<file path="config.mk">
export PLATFORM = sky130hd
export DESIGN_NAME = jtag_ir_dr_ctrl
export DESIGN_NICKNAME = d
export VERILOG_FILES = /design/src/rtl/jtag_ir_dr_ctrl.sv
export SDC_FILE = /design/constraint.sdc
export NUM_CORES = 1
export LEC_CHECK = 0
export BUFFER_PORTS_ARGS = -buffer_cell sky130_fd_sc_hd__buf_2
export CORE_ASPECT_RATIO = 0.75
export CORE_MARGIN = 3
export CORE_UTILIZATION = 54
export DETAILED_ROUTE_END_ITERATION = 12
export GPL_TIMING_DRIVEN = 0
export PLACE_DENSITY = 0.73
export SLEW_MARGIN = 20
export SYNTH_ARGS = -nofsm -noshare
export SYNTH_HDL_FRONTEND = slang
export SYNTH_SLANG_ARGS = --single-unit
export TNS_END_PERCENT = 50
</file>
<file path="constraint.sdc">
create_clock -name clk -period 2.3 [get_ports clk]
set_input_delay 0.115 -clock clk [delete_from_list [all_inputs] [get_ports clk]]
set_output_delay 0.115 -clock clk [all_outputs]
set_load 0.01 [all_outputs]
</file>
<file path="src/rtl/jtag_ir_dr_ctrl.sv">
// rtl/jtag_ir_dr_ctrl.sv - JTAG IR/DR controller with req/ack register-bus master.
// Optional feature: JTAG_CTRL_AUTOINC_EN (addr_q += 4 after each completed bus access).
module jtag_ir_dr_ctrl #(
  parameter int          IR_W       = 4,
  parameter int          ADDR_W     = 16,
  parameter logic [31:0] IDCODE_VAL = 32'h1000_0001,
  parameter int          TO_CYC     = 255
) (
  input  logic              clk,
  input  logic              trst_n,
  input  logic              tck_rise,
  input  logic              tdi_r1,
  input  logic              captureIR,
  input  logic              shiftIR,
  input  logic              updateIR,
  input  logic              captureDR,
  input  logic              shiftDR,
  input  logic              updateDR,
  output logic              tdo_mux,
  output logic              bypass,
  output logic              bus_req,
  output logic              bus_we,
  output logic [ADDR_W-1:0] bus_addr,
  output logic [31:0]       bus_wdata,
  input  logic              bus_ack,
  input  logic [31:0]       bus_rdata
);

  localparam logic [IR_W-1:0] IR_IDCODE = IR_W'(1);
  localparam logic [IR_W-1:0] IR_ADDR   = IR_W'(2);
  localparam logic [IR_W-1:0] IR_DATA   = IR_W'(3);
  localparam logic [IR_W-1:0] IR_STATUS = IR_W'(4);
  localparam int              AL        = ADDR_W + 1;

  typedef enum logic {S_IDLE, S_REQ} state_t;
  state_t state, state_nx;

  logic act_cir, act_sir, act_uir, act_cdr, act_sdr, act_udr;
  logic [IR_W-1:0]   ir, ir_sr;
  logic [31:0]       dr_sr, dr_shift, rdata_q;
  logic [ADDR_W-1:0] addr_q;
  logic [7:0]        to_cnt;
  logic              err, timeout_seen, busy;
  logic              sel_idcode, sel_addr, sel_data, sel_status;
  logic              start_rd, start_wr, start, ack_hit, to_hit, done;

  assign sel_idcode = (ir == IR_IDCODE);
  assign sel_addr   = (ir == IR_ADDR);
  assign sel_data   = (ir == IR_DATA);
  assign sel_status = (ir == IR_STATUS);
  assign bypass     = !(sel_idcode || sel_addr || sel_data || sel_status);

  assign busy     = (state == S_REQ);
  assign bus_req  = busy;
  assign start_rd = act_udr && sel_addr && dr_sr[ADDR_W];
  assign start_wr = act_udr && sel_data;
  assign start    = start_rd || start_wr;
  assign ack_hit  = busy && bus_ack;
  assign to_hit   = busy && !bus_ack && (to_cnt == 8'(TO_CYC - 1));
  assign done     = ack_hit || to_hit;

  // TDI enters at the MSB of the selected length; ADDR uses a short {rd, addr} chain.
  always_comb begin
    dr_shift = {tdi_r1, dr_sr[31:1]};
    if (sel_addr) begin
      dr_shift        = 32'(dr_sr[AL-1:1]);
      dr_shift[AL-1]  = tdi_r1;
    end
  end

  always_ff @(posedge clk) begin
    if (!trst_n) state <= S_IDLE;
    else         state <= state_nx;
  end

  always_comb begin
    state_nx = state;
    case (state)
      S_IDLE:  if (start) state_nx = S_REQ;
      S_REQ:   if (done)  state_nx = S_IDLE;
      default: state_nx = S_IDLE;
    endcase
  end

  always_ff @(posedge clk) begin
    if (!trst_n) begin
      {act_cir, act_sir, act_uir, act_cdr, act_sdr, act_udr} <= '0;
      ir           <= IR_IDCODE;
      ir_sr        <= IR_IDCODE;
      dr_sr        <= '0;
      addr_q       <= '0;
      rdata_q      <= '0;
      tdo_mux      <= 1'b0;
      bus_we       <= 1'b0;
      bus_addr     <= '0;
      bus_wdata    <= '0;
      to_cnt       <= '0;
      err          <= 1'b0;
      timeout_seen <= 1'b0;
    end else begin
      // Flags describe the state before the TCK edge; act on them one clk later.
      if (tck_rise)
        {act_cir, act_sir, act_uir, act_cdr, act_sdr, act_udr} <=
          {captureIR, shiftIR, updateIR, captureDR, shiftDR, updateDR};
      else
        {act_cir, act_sir, act_uir, act_cdr, act_sdr, act_udr} <= '0;

      tdo_mux <= shiftIR ? ir_sr[0] : dr_sr[0];

      if (act_cir)      ir_sr <= IR_W'({err, busy, 2'b01});
      else if (act_sir) ir_sr <= {tdi_r1, ir_sr[IR_W-1:1]};
      if (act_uir)      ir <= ir_sr;

      if (act_cdr) begin
        if (sel_idcode)      dr_sr <= IDCODE_VAL;
        else if (sel_addr)   dr_sr <= 32'(addr_q);
        else if (sel_data)   dr_sr <= rdata_q;
        else if (sel_status) dr_sr <= {28'b0, timeout_seen, err, busy, 1'b1};
      end else if (act_sdr && !bypass) begin
        dr_sr <= dr_shift;
      end

      if (!busy && start) begin
        bus_we   <= start_wr;
        bus_addr <= start_wr ? addr_q : dr_sr[ADDR_W-1:0];
        if (start_wr) bus_wdata <= dr_sr;
        to_cnt   <= '0;
      end else if (busy && !bus_ack) begin
        to_cnt <= to_cnt + 8'd1;
      end

      if (ack_hit && !bus_we) rdata_q <= bus_rdata;
      if (to_hit && !bus_we)  rdata_q <= 32'hDEAD_BEEF;

      // Clear first so a same-clk timeout or discard still leaves the flags set.
      if (act_udr && sel_status && dr_sr[1]) begin
        err          <= 1'b0;
        timeout_seen <= 1'b0;
      end
      if (to_hit) begin
        err          <= 1'b1;
        timeout_seen <= 1'b1;
      end
      if (busy && start) err <= 1'b1;

`ifdef JTAG_CTRL_AUTOINC_EN
      if (done) addr_q <= addr_q + ADDR_W'(4);
`endif
      if (act_udr && sel_addr) addr_q <= dr_sr[ADDR_W-1:0];
    end
  end

endmodule

</file>
==> impl_metrics.env <==
export IMPL_hold_viol_final=0
export IMPL_h_tree_depth=4
export IMPL_utilization_pct=70.6
export IMPL_finalPower_mw=5.92
export IMPL_synth_edf_count=0
export IMPL_synthesis_nets=782
export IMPL_power_density_mw_per_mm2=758
export IMPL_cts_tree="done"
export IMPL_grt_max_degree=17
export IMPL_cts_root_buf="clkbuf_16"
export IMPL_yosysSeqAreaShare_pct=50.2
export IMPL_drtPass1Iterations=5
export IMPL_wire_per_inst_um=18.1
export IMPL_yosysMostFrequentCell="nand2_1"
export IMPL_dp_hpwl_um=12900
export IMPL_start_kind="flip-flop"
export IMPL_status="finished clean"
export IMPL_synth_top_area_share_pct=50.2
export IMPL_portBuffers=93
export IMPL_final_cell_area_mm2=0.00781
export IMPL_synth_top_cell_by_area="dfxtp_1"
export IMPL_p_sw_share_pct=23.9
export IMPL_clkSinkCount=155
export IMPL_drv_slew=0
export IMPL_num_antenna_cells=0
export IMPL_routed_wirelength_um=18900
export IMPL_max_slew_margin_pct=53.7
export IMPL_synth_area_per_cell_um2=8.38
export IMPL_p_clk_share_pct=46.7
export IMPL_antenna_found_initial=1
export IMPL_min_path_type="input pin to flip-flop"
export IMPL_drc=0
export IMPL_p_seq_share_pct=47.4
export IMPL_yosys_top_cells_count="nand2_1 (156), dfxtp_1 (155), a21oi_1 (105), clkbuf_1 (46), nor2_1 (40)"
export IMPL_cts_buffers=17
export IMPL_ys_flop_type="dfxtp_1"
export IMPL_cts_clk_slew_worst_paths_ns=0.06
export IMPL_cts_setup_buffers=0
export IMPL_drt_iter0_drc=483
export IMPL_clock_path_buffers=2
export IMPL_leakage_nw=2.97
export IMPL_rows=33
export IMPL_ios=95
export IMPL_ys_types=47
export IMPL_fillers=872
export IMPL_antenna_left=0
export IMPL_tns_ns=0
export IMPL_fp_dieW_um=130
export IMPL_cp_end_kind="flip-flop"
export IMPL_ys_warn_count=0
export IMPL_drive_gt1_share_pct=17.4
export IMPL_pwr_share_comb_pct=6.0
export IMPL_async_flop_share_pct=0
export IMPL_rsz0062_at_grt="no"
export IMPL_max_freq_mhz=457
export IMPL_die_h_um=98.6
export IMPL_grt_util_all_layers_pct=30.2
export IMPL_synthTopCellsByArea="dfxtp_1 (50%), nand2_1 (9.5%), a21oi_1 (8.5%)"
export IMPL_crit_required_ns=2.65
export IMPL_internal_power_mw=4.50
export IMPL_switchingPower_mw=1.42
export IMPL_viasPerCell=5.83
export IMPL_cp_arrival_ns=2.53
export IMPL_grt_pass1_wl_um=30200
export IMPL_placed_cell_area_mm2=0.00682
export IMPL_syn_cell_area_mm2=0.00618
export IMPL_dieArea_mm2=0.0128
export IMPL_final_nets=935
export IMPL_clock_latency_ns=0.43
export IMPL_setup_violations=0
export IMPL_period_share_pct=95.0
export IMPL_worst_setup_path_type="flip-flop to flip-flop"
export IMPL_tightestPinTransition_ns=0.695
export IMPL_holdWs_ns=0.0178
export IMPL_ir_drop_v=0.000575
export IMPL_place_congestion=0.904
export IMPL_grt_ovfl_total=0
export IMPL_max_cap_viol_count=0
export IMPL_initial_core_util_pct=55.8
export IMPL_syn_inst=737
export IMPL_clock_skew_ns=0.00740
export IMPL_grt_pass1_vias=5959
export IMPL_core_area_mm2=0.0111
export IMPL_vias=6076
export IMPL_area_growth_pct=26.4
export IMPL_min_period_ns=2.19
export IMPL_worstPathMaxFanout=10
export IMPL_synth_seq_cells=155
path summary, 6_finish.rpt:
| path | slack [ns] | endpoint | cells after the start | startpoint |
|---|---|---|---|---|
| setup reg to reg | 0.11 | dr_sr[2]$_SDFFE_PN0P_ | 6 | ir[2]$_SDFFE_PN0P_ |
| setup / recovery | 0.11 | dr_sr[2]$_SDFFE_PN0P_ | 6 | ir[2]$_SDFFE_PN0P_ |
| hold reg to reg | 0.44 | bus_addr[10]$_SDFFE_PN0P_ | 2 | bus_addr[10]$_SDFFE_PN0P_ |
| hold / removal | 0.02 | act_uir$_SDFF_PN0_ | 2 | tck_rise |
state kept, by name, summed over array words and instances, names as in the netlist, 4 cells and up:
register,flops
to_cnt,8
ir_sr,4
rdata_q,32
dr_sr,32
ir,4
addr_q,16
bus_addr,16
bus_wdata,32
area by class of cell:
cell class | instances | area [um^2] | area share (%)
buffer | 61 | 253 | 3.24
clock buffer | 19 | 433 | 5.54
clock inverter | 13 | 144 | 1.84
inverter | 20 | 75.1 | 0.961
multi-input combinational | 501 | 2750 | 35.2
sequential | 155 | 3100 | 39.7
tap | 140 | 175 | 2.24
timing repair buffer | 134 | 876 | 11.2
layout by cell type, fill, tap and decap left out, types with 4 or more instances in the layout:
cell type and n:
dlygate4sd3_1 41, nor2b_1 14, nand4_1 4, a22oi_1 14, dfxtp_1 155, nor2_1 40, a21oi_1 105, clkbuf_1 47
nand2_1 156, o21ai_0 18, mux2_2 13, nand3_1 19, a211oi_1 13, o221ai_1 16, clkbuf_16 17, inv_1 19
buf_2 104, a31oi_1 29, and3_1 7, clkinvlp_4 4, xnor2_1 4, mux2i_1 13
critical path, cell delays in order (launching register included):
cell      delay, ns
dfxtp_1        0.30
buf_2          0.19
or3b_4         0.43
a211oi_4       0.56
buf_2          0.35
o21ai_0        0.10
a31oi_1        0.18
kinds of logic after synthesis:
logic type	count (synthesis)	share of synthesized area (%)
compound gates	209	20.6
xor+xnor	7	0.992
fa+ha+maj	2	0.405
buf+inv	81	5.26
flops	155	50.2
mux	26	4.47
simple gates	257	18.1
metrics by stage:
stage,setup slack (ns),cells
final,0.114,1043
after detailed placement,0.189,970
after CTS,0.174,1043
after global routing,0.00282,1043
after floorplan,0.570,737
after global placement,0.204,970
repair_timing:
item / 4_1_cts / 5_1_grt
resized for setup: 0 / 3
hold buffers: 41 / 0
endpoints found under the hold margin: 38 / 0
setup endpoints to repair: 0 / 3
routing by layer:
metal	wire length [um]	up-vias	GRT usage [%]	share of wire, %
met3	1770	38	8.78	9.4
met5	8	-	0	0.042
met4	340	2	9.50	1.8
met2	8590	300	47.1	45
li1	-	2867	-	-
met1	8200	2869	40.8	43
power by group through the flow:
stage	clock network [mW]	logic, mW	registers (mW)
after floorplan	0	0.186	2.83
after global placement	0	0.278	2.86
after detailed placement	0	0.288	2.86
after CTS	2.78	0.342	2.80
after global routing	2.89	0.383	2.81
final	2.76	0.353	2.80
(Power assumes the default switching activity.)
